$ cat src/rtl/mcycle_if.sv
// Request/response bundle between the control unit and the multi-cycle mul/div unit.
// Signal names follow the control unit's existing port names.
interface mcycle_if #(
    parameter int WIDTH = 32
);
    logic             Start;
    logic             MCycleOp;
    logic [WIDTH-1:0] Operand1;
    logic [WIDTH-1:0] Operand2;
    logic [WIDTH-1:0] Result1;
    logic [WIDTH-1:0] Result2;
    logic             Busy;
    logic             done;

    modport master (
        output Start, MCycleOp, Operand1, Operand2,
        input  Result1, Result2, Busy, done
    );

    modport slave (
        input  Start, MCycleOp, Operand1, Operand2,
        output Result1, Result2, Busy, done
    );
endinterface

$ cat src/rtl/mcycle_unit.sv
// Unsigned shift-add multiplier / restoring divider, one bit per clock.
// Result2:Result1 = product, or remainder:quotient.
//
//   state     | meaning
//   IDLE      | waiting for Start; operands captured on the Start edge
//   COMPUTING | one iteration per clock, WIDTH iterations
//   DONE      | results valid, done pulse, back to IDLE next edge
module mcycle_unit #(
    parameter int WIDTH = 32
) (
    input  logic     CLK,
    input  logic     rst,
    mcycle_if.slave  bus
);
    localparam int CW = $clog2(WIDTH);
    localparam logic [CW-1:0] LAST = CW'(WIDTH - 1);

    typedef enum logic [1:0] {
        IDLE      = 2'd0,
        COMPUTING = 2'd1,
        DONE      = 2'd2
    } state_t;

    state_t state, next_state;

    logic [CW-1:0]        count;
    logic [WIDTH-1:0]     op1;
    logic [WIDTH-1:0]     op2;
    logic                 op;
    logic [2*WIDTH-1:0]   acc;
    logic [2*WIDTH-1:0]   acc_next;
    logic [WIDTH-1:0]     result1_q;
    logic [WIDTH-1:0]     result2_q;
    logic                 done_q;

    logic [WIDTH:0]       mul_sum;
    logic [2*WIDTH-1:0]   mul_next;
    logic [WIDTH:0]       rem_sh;
    logic [WIDTH+1:0]     trial;
    logic                 q_bit;
    logic [2*WIDTH-1:0]   div_next;
    logic                 trial_unused;

    // Multiply: upper half accumulates, lower half holds the multiplier and
    // shifts out; the add carry becomes the new MSB after the right shift.
    assign mul_sum  = {1'b0, acc[2*WIDTH-1:WIDTH]} + (acc[0] ? {1'b0, op1} : '0);
    assign mul_next = {mul_sum, acc[WIDTH-1:1]};

    // Divide: the shifted remainder can exceed WIDTH bits, so the trial
    // subtract carries one extra bit and a borrow that signals "negative".
    assign rem_sh       = {acc[2*WIDTH-1:WIDTH], acc[WIDTH-1]};
    assign trial        = {1'b0, rem_sh} - {2'b00, op2};
    assign q_bit        = ~trial[WIDTH+1];
    assign trial_unused = trial[WIDTH];
    assign div_next     = {(q_bit ? trial[WIDTH-1:0] : rem_sh[WIDTH-1:0]),
                           acc[WIDTH-2:0], q_bit};

    assign acc_next = op ? div_next : mul_next;

    always_ff @(posedge CLK or posedge rst) begin
        if (rst) begin
            state <= IDLE;
        end else begin
            state <= next_state;
        end
    end

    always_comb begin
        next_state = state;
        case (state)
            IDLE:      if (bus.Start) next_state = COMPUTING;
            COMPUTING: if (count == LAST) next_state = DONE;
            DONE:      next_state = IDLE;
            default:   next_state = IDLE;
        endcase
    end

    always_ff @(posedge CLK or posedge rst) begin
        if (rst) begin
            count     <= '0;
            op1       <= '0;
            op2       <= '0;
            op        <= 1'b0;
            acc       <= '0;
            result1_q <= '0;
            result2_q <= '0;
            done_q    <= 1'b0;
        end else begin
            done_q <= 1'b0;
            if (state == IDLE && bus.Start) begin
                op1   <= bus.Operand1;
                op2   <= bus.Operand2;
                op    <= bus.MCycleOp;
                count <= '0;
                acc   <= {{WIDTH{1'b0}}, (bus.MCycleOp ? bus.Operand1 : bus.Operand2)};
            end else if (state == COMPUTING) begin
                acc   <= acc_next;
                count <= count + 1'b1;
                if (count == LAST) begin
                    result1_q <= acc_next[WIDTH-1:0];
                    result2_q <= acc_next[2*WIDTH-1:WIDTH];
                    done_q    <= 1'b1;
                end
            end
        end
    end

    assign bus.Result1 = result1_q;
    assign bus.Result2 = result2_q;
    assign bus.done    = done_q;
    // Combinational on Start so the requester stalls in its issue cycle.
    assign bus.Busy    = ~rst & ((state == COMPUTING) | ((state == IDLE) & bus.Start));

endmodule

$ cat src/flat_wrapper.sv
// flat-port wrapper written by rule: the top's interface ports become plain ports
module mcycle_unit_flat 
#(
    parameter int WIDTH = 32
)
  (CLK, rst, bus_Start, bus_MCycleOp, bus_Operand1, bus_Operand2, bus_Result1, bus_Result2, bus_Busy, bus_done);
  mcycle_if #(.WIDTH(WIDTH)) bus_i ();
  input  logic CLK;
  input  logic rst;
  input wire logic [$bits(bus_i.Start)-1:0] bus_Start;
  input wire logic [$bits(bus_i.MCycleOp)-1:0] bus_MCycleOp;
  input wire logic [$bits(bus_i.Operand1)-1:0] bus_Operand1;
  input wire logic [$bits(bus_i.Operand2)-1:0] bus_Operand2;
  output wire logic [$bits(bus_i.Result1)-1:0] bus_Result1;
  output wire logic [$bits(bus_i.Result2)-1:0] bus_Result2;
  output wire logic [$bits(bus_i.Busy)-1:0] bus_Busy;
  output wire logic [$bits(bus_i.done)-1:0] bus_done;
  assign bus_i.Start = bus_Start;
  assign bus_i.MCycleOp = bus_MCycleOp;
  assign bus_i.Operand1 = bus_Operand1;
  assign bus_i.Operand2 = bus_Operand2;
  assign bus_Result1 = bus_i.Result1;
  assign bus_Result2 = bus_i.Result2;
  assign bus_Busy = bus_i.Busy;
  assign bus_done = bus_i.done;
  mcycle_unit #(.WIDTH(WIDTH)) u_core (.CLK(CLK), .rst(rst), .bus(bus_i));
endmodule
$ cat config.mk
export PLATFORM = sky130hd
export DESIGN_NAME = mcycle_unit_flat
export DESIGN_NICKNAME = d
export VERILOG_FILES = /design/src/rtl/mcycle_if.sv /design/src/rtl/mcycle_unit.sv /design/src/flat_wrapper.sv
export SDC_FILE = /design/constraint.sdc
export NUM_CORES = 1
export LEC_CHECK = 0
export CAP_MARGIN = 30
export CORE_AREA = 2 2 179 181
export DETAILED_ROUTE_END_ITERATION = 8
export DIE_AREA = 0 0 181 183
export PLACE_DENSITY = 0.71
export SLEW_MARGIN = 10
export SYNTH_ARGS = -nofsm -noshare
export SYNTH_HDL_FRONTEND = slang
export SYNTH_SLANG_ARGS = --single-unit
$ cat constraint.sdc
create_clock -name CLK -period 7.05 [get_ports CLK]
set_input_delay 1.0575 -clock CLK [delete_from_list [all_inputs] [get_ports CLK]]
set_output_delay 1.0575 -clock CLK [all_outputs]
set_load 0.01 [all_outputs]
### Word level (Yosys, flattened, before mapping)

Cells that the tools add are included.

| word-level totals | value |
|---|---|
| register bits after elaboration | 201 |
| logic and storage cells | 41 |

| cells by class | value |
|---|---|
| reductions and logical operators | 5 |
| add/sub/neg operators | 3 |
| multiplexer cells | 14 |
| equal/unequal tests | 4 |
| bitwise operators | 6 |

Operators by type and width:

| kind | count |
|---|---|
| 64-bit two-way mux | 3 |
| 32-bit two-way mux | 3 |
| 33-bit by 32-bit subtractor with 34-bit output | 1 |
| 32-bit by 33-bit adder with 33-bit output | 1 |
| 5-bit two-way mux | 2 |
| 5-bit by 1-bit adder with 5-bit output, second input constant | 1 |
| 5-bit == test, second input constant | 1 |
| 2-bit two-way mux | 2 |
| 2-bit one-hot mux with 2 select lines | 1 |
| 1-bit two-way mux | 3 |
| 1-bit inverter | 3 |
| 3-bit AND reduction | 1 |
| 1-bit AND | 2 |
| 2-bit by 1-bit == test with 1-bit output, second input constant | 1 |
| 2-bit zero test | 1 |
| 2-bit by 1-bit inequality test with 1-bit output, second input constant | 1 |
| 2-bit inequality test, second input constant | 1 |
| 2-bit AND reduction | 1 |
| 2-bit nonzero test | 1 |
| 1-bit logical AND | 1 |
| 1-bit OR | 1 |

### Longest topological paths before layout

Gate-level depths: netlist (run 1).

| logic depth | value |
|---|---|
| word-level depth | 5 |
| mapped depth | 14 |

### Worst setup path before layout (run 1)

OpenSTA, ideal clock, no wires.

| timing | value |
|---|---|
| kind | reg2reg |
| from | register u_core.acc[0] |
| to | register u_core.acc[59] |
| required time | 6.928 ns |
| path slack | 3.919 ns |
| data arrival time | 3.010 ns |
| clock period less this slack | 3.131 ns |
| cell stages (with the launch flop) | 14 |
| cells stage by stage | dfrtp_1 -> and2_1 -> ha_1 -> fa_1 -> a211oi_2 -> o21ai_2 -> o211ai_2 -> a21oi_2 -> a221oi_2 -> o21ai_2 -> a221oi_2 -> xor2_1 -> nand2_1 -> a32o_1 |

| between the ends | value |
|---|---|
| longest elaborated chain between the ends | 5 |

Ends and longest elaborated chain:

| what | RTL line | text |
|---|---|---|
| start, declared | mcycle_unit.sv:30 | `logic [2*WIDTH-1:0] acc;` |
| start signal, assigned | mcycle_unit.sv:95 | `acc <= {{WIDTH{1'b0}}, (bus.MCycleOp ? bus.Operand1 : bus.Operand2)};` |
| start signal, assigned | mcycle_unit.sv:97 | `acc <= acc_next;` |
| 32-bit two-way mux | mcycle_unit.sv:46 | `assign mul_sum = {1'b0, acc[2*WIDTH-1:WIDTH]} + (acc[0] ? {1'b0, op1} : '0);` |
| 32-bit by 33-bit adder with 33-bit output | mcycle_unit.sv:46 |  |
| 64-bit two-way mux | mcycle_unit.sv:58 | `assign acc_next = op ? div_next : mul_next;` |
| 64-bit two-way mux | mcycle_unit.sv:96 | `end else if (state == COMPUTING) begin` |
| 64-bit two-way mux | mcycle_unit.sv:90 | `if (state == IDLE && bus.Start) begin` |

Every way passes these cells. The select of a mux whose other input is x is not followed.
A chain may end at the register's enable or synchronous reset.

### Worst setup path after layout (run 1)

Same ends and word-level chain as after synthesis.

==> metrics.md, run 1 <==
| Metric | Value |
|---|---|
| End of the worst register-to-register path | u_core.acc[59] |
| Num CTS Buffers | 23 |
| Min-delay worst type | reg -> reg |
| Worst EP arrival | around 4.2 ns |
| Drt total wl | 35.7 mm |
| Global-route wire length before repair | 56.7 mm |
| Beginning of the worst register-to-register path | u_core.acc[0] |
| Max-slew violation count | 0 |
| Top Ports | between 100 and 150 |
| Layout area overhead | 20.2% |
| CP max FO | 34 |
| Number of hold violations in the final report | 0 |
| Switching share of power | 45.6% |
| Number of cells traversed by the worst register-to-register path | 13 |
| Proportion of power drawn by the clock network | 15.2% |
| Post-synth design cell area | 12400 sq um |
| Number of enable flip-flop cells after synthesis | 0 |
| Post-Syn Nets | 1534 |
| Sinks on Clock Net | 201 |
| Combinational share of power | 59.7% |
| Routability congestion estimate | 0.928 |
| Fraction of the cycle the final worst path needs | 54.2% |
| Via count | ~10000 |
| Crit Path Class | reg -> reg |
| Source of the critical timing path | u_core.acc[0] |
| NumNets Final | 1625 |
| Cts hold-fix bufs | 0 |
| Launching element type of the critical path | flop |
| Post-synth ARST share | 100% |
| Port bufs | 133 |
| Status | complete, no violations |
| Post-Syn Instances | 1398 |
| Total number of yosys warnings | 0 |
| Sequential share of the synthesized area | between 40 and 50% |
| Initial antenna violation count | 1 |
| Endpoints failing setup | 0 |
| Drt first pass iters | 5 |
| Internal reg-to-reg setup slack | 3.23 ns |
| Net switching power | 3800 uW |
| Area inside the core boundary | 31200 sq um |
| Clock tree from TritonCTS | built |
| All-Layer GR Usage | 21.5% |
| Number of routed nets with antenna violations | 0 |
| Clock period minus final worst setup slack | between 3 and 4 ns |
| Power density cells | 560 nW/um^2 |
| Cell accounting for the most synthesized area | sky130_fd_sc_hd__dfrtp_1 |
| Sequential Power Share | 25.1% |
| Maximum buffer depth of the clock tree | 3 |
| Initial detailed-routing violation count | 699 |
| Post-CTS repair timing setup buffer count | 0 |
| Routed wire length per instance | 18.7 um |
| HPWL after DPL | 26.2 mm |
| Die boundary height | 183 um |
| Max transition margin | 37.4% |
| Final Skew | about 0.014 ns |
| Lkg Pwr | 0.00665 uW |
| Fraction of synthesized cell area taken by the top area cell type | 40.6% |
| Count of state elements after synthesis | 201 |
| Maximum clock frequency | about 0.26 GHz |
| CTS H-Tree Depth | 1 |
| Count of instances resized after the clock tree is built | 0 |
| Starting utilization of the core area | 39.7% |
| Fin Setup TNS | 0 ns |
| Clock tree root buffer cell | sky130_fd_sc_hd__clkbuf_16 |
| Clock latency at the later pin of the worst-skew pair | 0.52 ns |
| Required time at the worst-slack endpoint | between 7 and 8 ns |
| Full die area | ~33000 sq um |
| Top post-synthesis cells by area | sky130_fd_sc_hd__dfrtp_1 (41%), sky130_fd_sc_hd__nand2_1 (8.2%), sky130_fd_sc_hd__ha_1 (6.7%) |
| Std-Cell Rows | 65 |
| Largest voltage drop on the vdd net | 0.270 mV |
| Ys flop type | sky130_fd_sc_hd__dfrtp_1 |
| Via count of the first global-routing pass | 10300 |
| Total DRC errors in the routed layout | 0 |
| Mean post-synth cell area | 8.86 sq um |
| Max Cap Viol | 0 |
| Post-synthesis cell type count | 65 |
| Cell count of the worst hold path | 2 |
| Final setup slack of the worst path | 3.23 ns |
| Total congestion overflow | 0 |
| Vias per cell | 5.44 |
| Share of cells above drive strength 1 | 8.37% |
| Pre-CTS worst setup slack | 3.20 ns |
| Setup repair after global routing missed its margin | no |
| CTS clk-pin slew, worst paths | 0.06 ns |
| Actual slew at the worst max-slew pin | roughly 0.94 ns |
| Internal power | approximately 4500 uW |
| Final worst hold slack | 0.470 ns |
| Die Span X | between 150 and 200 um |
| Endpoint type of the worst setup path | flop |
| Largest net degree at the start of global routing | around 140 |
| Worst Hold Launch | u_core.op1[13] |
| Endpoint of the worst hold-timing path | u_core.op1[13] |
## through the flow
step | utilization [%] | cells | total power (uW) | cell area, sq um
4_1_cts | 47.6 | 1906 | 8350 | 14900
3_5_place_dp | 45.0 | 1865 | 7040 | 14100
2_1_floorplan | - | 1398 | 5670 | 12400
6_report | 47.7 | 1908 | 8340 | 14900
3_3_place_gp | 44.8 | 1862 | 6910 | 14000
5_1_grt | 47.7 | 1908 | 9030 | 14900
## final cells by class
type                    count  area (sq um)
clock inverters            13           175
repair buffers            145          1480
clock buffers              28           614
multi-input cells        1070          6890
fillers                  3004         16300
flip-flops and latches    201          5030
diodes                      1          2.50
well taps                 402           503
inverters                  48           188
## worst max path at each step
stage                           to  slack (ns)  cells after the start
floorplan            u_core.acc[0]        0.51                      1
global placement    u_core.acc[61]        3.23                     13
detailed placement  u_core.acc[59]        3.20                     13
CTS                 u_core.acc[59]        3.19                     13
global route        u_core.acc[59]        2.93                     13
finish              u_core.acc[59]        3.23                     13
## registers in the layout, summed over array words and instances, names as in the netlist
| register | flops |
|---|---|
| u_core.state | 2 |
| u_core.op | 1 |
| u_core.acc | 64 |
| u_core.bus.done | 1 |
| u_core.count | 5 |
| u_core.bus.Result2 | 32 |
| u_core.op2 | 32 |
| u_core.op1 | 32 |
| u_core.bus.Result1 | 32 |
## cell usage after synthesis, types with 10 or more instances
cell	instances
sky130_fd_sc_hd__clkbuf_1	60
sky130_fd_sc_hd__nor2b_1	37
sky130_fd_sc_hd__nor2_1	55
sky130_fd_sc_hd__and2_1	35
sky130_fd_sc_hd__mux2_2	41
sky130_fd_sc_hd__dfrtp_1	201
sky130_fd_sc_hd__ha_1	66
sky130_fd_sc_hd__o21ai_1	18
sky130_fd_sc_hd__a21oi_1	100
sky130_fd_sc_hd__nand3_1	10
sky130_fd_sc_hd__o21ai_0	139
sky130_fd_sc_hd__nand4_1	11
sky130_fd_sc_hd__xnor2_1	24
sky130_fd_sc_hd__o211ai_1	13
sky130_fd_sc_hd__nand2_1	270
sky130_fd_sc_hd__a211oi_1	39
sky130_fd_sc_hd__a22o_1	12
sky130_fd_sc_hd__a21o_1	34
sky130_fd_sc_hd__inv_1	48
sky130_fd_sc_hd__mux2i_1	37
sky130_fd_sc_hd__xor2_1	28
## layout by cell type, fill, tap and decap left out, types with 4 or more instances in the layout
cell / n
sky130_fd_sc_hd__and3_1: 6
sky130_fd_sc_hd__o31ai_1: 8
sky130_fd_sc_hd__nand2_1: 268
sky130_fd_sc_hd__o21ai_1: 18
sky130_fd_sc_hd__ha_1: 66
sky130_fd_sc_hd__xor2_1: 28
sky130_fd_sc_hd__a22o_1: 12
sky130_fd_sc_hd__mux2_2: 41
sky130_fd_sc_hd__o21ai_0: 139
sky130_fd_sc_hd__mux2i_1: 37
sky130_fd_sc_hd__nand4_1: 11
sky130_fd_sc_hd__a221oi_2: 5
sky130_fd_sc_hd__buf_4: 8
sky130_fd_sc_hd__a21o_1: 34
sky130_fd_sc_hd__o21ai_2: 4
sky130_fd_sc_hd__o21a_1: 6
sky130_fd_sc_hd__o211ai_1: 13
sky130_fd_sc_hd__inv_1: 47
sky130_fd_sc_hd__and2_1: 34
sky130_fd_sc_hd__bufinv_16: 4
sky130_fd_sc_hd__a21oi_1: 100
sky130_fd_sc_hd__clkinv_2: 6
sky130_fd_sc_hd__clkbuf_16: 23
sky130_fd_sc_hd__nand2b_1: 7
sky130_fd_sc_hd__xnor2_1: 24
sky130_fd_sc_hd__nand3_1: 10
sky130_fd_sc_hd__o21bai_1: 7
sky130_fd_sc_hd__and4_1: 6
sky130_fd_sc_hd__clkdlybuf4s50_1: 132
sky130_fd_sc_hd__nor2b_1: 37
sky130_fd_sc_hd__dfrtp_1: 200
sky130_fd_sc_hd__a211oi_1: 39
sky130_fd_sc_hd__nor2_1: 55
sky130_fd_sc_hd__a31oi_1: 4
## per-layer routing
metal  global-route usage (%)  routed length [um]  vias to the layer above
li1                         -                   -                     5091
met1                     28.4               15700                     4952
met2                     36.4               17000                      266
met3                     2.66                1570                       72
met4                     7.77                1410                        0
met5                        0                   0                        -
## logic make-up (layout without fill, tap and decap cells)
kind of cell               Yosys count  after routing  share of synthesized area [%]
buffers and inverters              127            234                           3.97
other                                0              1                              0
adders and majority gates           68             68                           6.99
AOI/OAI and AO/OA                  427            427                           22.1
DFF                                201            201                           40.6
xor gates and xnor gates            52             52                           3.68
and+or+nand+nor                    445            445                           15.9
muxes                               78             78                           6.72
## critical path: stages, from the launching register on
cell and delay, ns:
sky130_fd_sc_hd__dfrtp_1 0.68, sky130_fd_sc_hd__and2_1 0.33, sky130_fd_sc_hd__ha_1 0.22, sky130_fd_sc_hd__fa_1 0.44, sky130_fd_sc_hd__a211oi_2 0.26, sky130_fd_sc_hd__o21ai_2 0.13
sky130_fd_sc_hd__o211ai_2 0.21, sky130_fd_sc_hd__a21oi_2 0.12, sky130_fd_sc_hd__a221oi_2 0.37, sky130_fd_sc_hd__o21ai_2 0.15, sky130_fd_sc_hd__a221oi_2 0.27, sky130_fd_sc_hd__xor2_1 0.16
sky130_fd_sc_hd__nand2_1 0.08, sky130_fd_sc_hd__a32o_1 0.30
## power by group through the flow
stage	clock network, uW	registers, uW	logic, uW
2_1_floorplan	0	1970	3700
5_1_grt	1340	2150	5550
6_report	1270	2090	4980
3_3_place_gp	0	2150	4760
4_1_cts	1290	2090	4970
3_5_place_dp	0	2100	4930
Power figures use the tool's default switching activity.
==> run 2, diff against run 1 <==
Settings changed: PLACE_DENSITY 0.71 to 0.73.
Clock period 7.05 ns to 3.5 ns, I/O delays scaled along.
==> run 2 against run 1 <==
Combinational power increased by 110%. Routed wire length shrank 0.26%. Flip-flop and latch count is the same. First-iteration DRC count shrank 14%. Critical endpoint is now u_core.bus.Result2[29]. Hold slack lost 0.039 ns. Fmax grew 15%. Global-route usage decreased by 0.44 points. Worst setup slack worse by 3.0 ns. Critical path type unchanged. Sequential share of layout area decreased by 0.37 points.
==> metrics.md, run 2 (synthesis results as in run 1) <==
| Metric | Value |
|---|---|
| CP max FO | 4 (-88%) |
| GRT met1 Usage | 27.2% (-1.2 points) |
| Required time at the worst-slack endpoint | 3.89 ns (-3.56 ns) |
| Global-route wire length before repair | 55.6 mm (-1.9%) |
| GRT met3 Usage | 2.36% (-0.30 points) |
| Initial detailed-routing violation count | 599 (-14%) |
| Vias per cell | 5.44 (about the same) |
| Commonest non-fill, non-tap cell in the layout | sky130_fd_sc_hd__nand2_1 |
| Clock tree root buffer cell | sky130_fd_sc_hd__clkbuf_16 |
| Power density cells | 1120 nW/um^2 (+100%) |
| Num CTS Buffers | 22 (-4.3%) |
| Max transition margin | 47.6% (+10 points) |
| Routability congestion estimate | 0.883 (-4.9%) |
| NumNets Final | 1647 (+1.4%) |
| Diode insertion count for antenna repair | 0 (-1) |
| Total DRC errors in the routed layout | 0 (unchanged) |
| CTS clk-pin slew, worst paths | 0.06 ns (about the same) |
| Starting utilization of the core area | 39.7% (unchanged) |
| CTS H-Tree Depth | 1 (unchanged) |
| Fraction of the cycle the final worst path needs | 95.0% (+41 points) |
| Max Cap Viol | 0 (unchanged) |
| Area inside the core boundary | 31200 sq um (unchanged) |
| HPWL after DPL | 27.1 mm (+3.4%) |
| Via count of the first global-routing pass | 10200 (-1.4%) |
| Top library cells by usage in the layout, fill and taps aside | sky130_fd_sc_hd__nand2_1 (268), sky130_fd_sc_hd__dfrtp_1 (200), sky130_fd_sc_hd__o21ai_0 (139) |
| Maximum buffer depth of the clock tree | 3 (unchanged) |
| Launching element type of the critical path | flop |
| Sinks on Clock Net | 201 (unchanged) |
| Drt total wl | 35.6 mm (-0.26%) |
| Lkg Pwr | 0.00670 uW (+0.83%) |
| Number of hold violations in the final report | 0 (unchanged) |
| Clock latency at the later pin of the worst-skew pair | 0.51 ns (about the same) |
| Status | complete, no violations |
| Met2 Track Usage GR | 37.5% (+1.0 points) |
| Number of routed nets with antenna violations | 0 (unchanged) |
| Min-delay worst type | in -> async |
| Actual slew at the worst max-slew pin | 0.785 ns (-0.154 ns) |
| Maximum clock frequency | 0.301 GHz (+15%) |
| Largest voltage drop on the vdd net | 0.475 mV (+76%) |
| Share of cells above drive strength 1 | 9.70% (+1.3 points) |
| Max-slew violation count | 0 (unchanged) |
| Port bufs | 133 (unchanged) |
| Clock tree from TritonCTS | built |
| Endpoint type of the worst setup path | flop |
| Layout area overhead | 21.5% |
| Crit Path Class | reg -> reg |
| Flip-flop count of the largest register after layout | 64 (unchanged) |
| Top Ports | 134 (unchanged) |
| Clock period minus final worst setup slack | 3.32 ns (-0.501 ns) |
| Final Skew | 0.00783 ns (-0.00581 ns) |
| Worst EP arrival | 3.71 ns (-0.51 ns) |
| Register bank with the most flops | u_core.acc |
| Via count | 10500 (+0.96%) |
| Initial antenna violation count | 0 (-1) |
| Drt first pass iters | 5 (unchanged) |
| Full die area | 33100 sq um (unchanged) |
| Die Span X | 181 um (unchanged) |
| Die boundary height | 183 um (unchanged) |
| Std-Cell Rows | 65 (unchanged) |
| Total congestion overflow | 0 (unchanged) |
| All-Layer GR Usage | 21.0% (-0.44 points) |
| Largest net degree at the start of global routing | 64 (-55%) |
| Final worst hold slack | 0.431 ns (-0.0387 ns) |
| Final core utilization | 48.2% (+0.53 points) |
| Layer with the highest usage | met2 |
| Routed wire length per instance | 18.5 um (-1.3%) |
| Endpoints failing setup | 0 (unchanged) |
-- run 2: cell count changes in the layout (fill, tap and decap cells not counted), moves of 2 or more --
cell and change:
sky130_fd_sc_hd__clkbuf_1 +4, sky130_fd_sc_hd__buf_16 -2, sky130_fd_sc_hd__buf_4 +19, sky130_fd_sc_hd__clkinv_2 -4, sky130_fd_sc_hd__a221oi_2 -2, sky130_fd_sc_hd__buf_12 +6
sky130_fd_sc_hd__bufinv_16 -4, sky130_fd_sc_hd__clkbuf_8 +3, sky130_fd_sc_hd__a221oi_4 +2
-- run 2: worst paths after layout --
| path | start | end | slack, ns | depth (start not counted) |
|---|---|---|---|---|
| worst max-delay path | u_core.acc[0] | u_core.bus.Result2[29] | 0.18 | 13 |
| worst min-delay path | rst | u_core.acc[59] | 0.43 | 2 |
| worst max register to register | u_core.acc[0] | u_core.bus.Result2[29] | 0.18 | 13 |
| worst min register to register | u_core.op1[0] | u_core.op1[0] | 0.47 | 2 |
| max in group asynchronous | rst | u_core.bus.Result1[17] | 2.09 | 4 |
| min in group CLK | u_core.op1[0] | u_core.op1[0] | 0.47 | 2 |
-- run 2: timing repair --
item | 4_1_cts | 5_1_grt
gates resized for setup | 0 | 9
setup buffers | 0 | 3
setup endpoints to repair | 0 | 13
hold buffers | 0 | 0
-- run 2: worst max-delay path, cell delays in order, from the launching register on --
cell and delay, ns:
sky130_fd_sc_hd__dfrtp_1 0.42, sky130_fd_sc_hd__and2_1 0.18, sky130_fd_sc_hd__ha_1 0.22, sky130_fd_sc_hd__fa_2 0.38, sky130_fd_sc_hd__a211oi_2 0.25, sky130_fd_sc_hd__o21ai_2 0.12
sky130_fd_sc_hd__o211ai_2 0.24, sky130_fd_sc_hd__a21oi_4 0.12, sky130_fd_sc_hd__a31o_2 0.30, sky130_fd_sc_hd__a221oi_4 0.38, sky130_fd_sc_hd__o31ai_1 0.15, sky130_fd_sc_hd__xor2_1 0.15
sky130_fd_sc_hd__mux2i_1 0.17, sky130_fd_sc_hd__o21ai_0 0.11
-- run 2: layout make-up --
class                      count  area [sq um]
inverter                      48           184
timing repair buffer         168          1680
multi-input combinational   1070          6950
sequential                   201          5030
tap                          402           503
clock inverter                 4          26.3
fill                        2970         16200
clock buffer                  35           671
-- run 2: metrics by stage --
step | power, uW | cells | cell area, sq um | setup TNS (ns) | worst slack, ns
6_report | 16800 | 1928 | 15100 | 0 | 0.176
4_1_cts | 16800 | 1925 | 15000 | 0 | 0.0603
3_5_place_dp | 14400 | 1886 | 14300 | 0 | 0.0775
5_1_grt | 18200 | 1928 | 15100 | -0.0359 | -0.0243
2_1_floorplan | 11400 | 1398 | 12400 | 0 | 0.369
3_3_place_gp | 14300 | 1885 | 14300 | 0 | 0.0955
-- run 2: power by group --
group          internal [uW]  leakage, uW  switching (uW)
clock network           1310     0.000340             954
registers               3360      0.00236             810
logic                   4470      0.00400            5920
-- run 2: per-layer routing --
metal | part of all wire [%] | vias up
met1 | 44 | 5072
met5 | 0 | -
met2 | 49 | 227
met3 | 3.6 | 56
li1 | - | 5126
met4 | 2.8 | 0
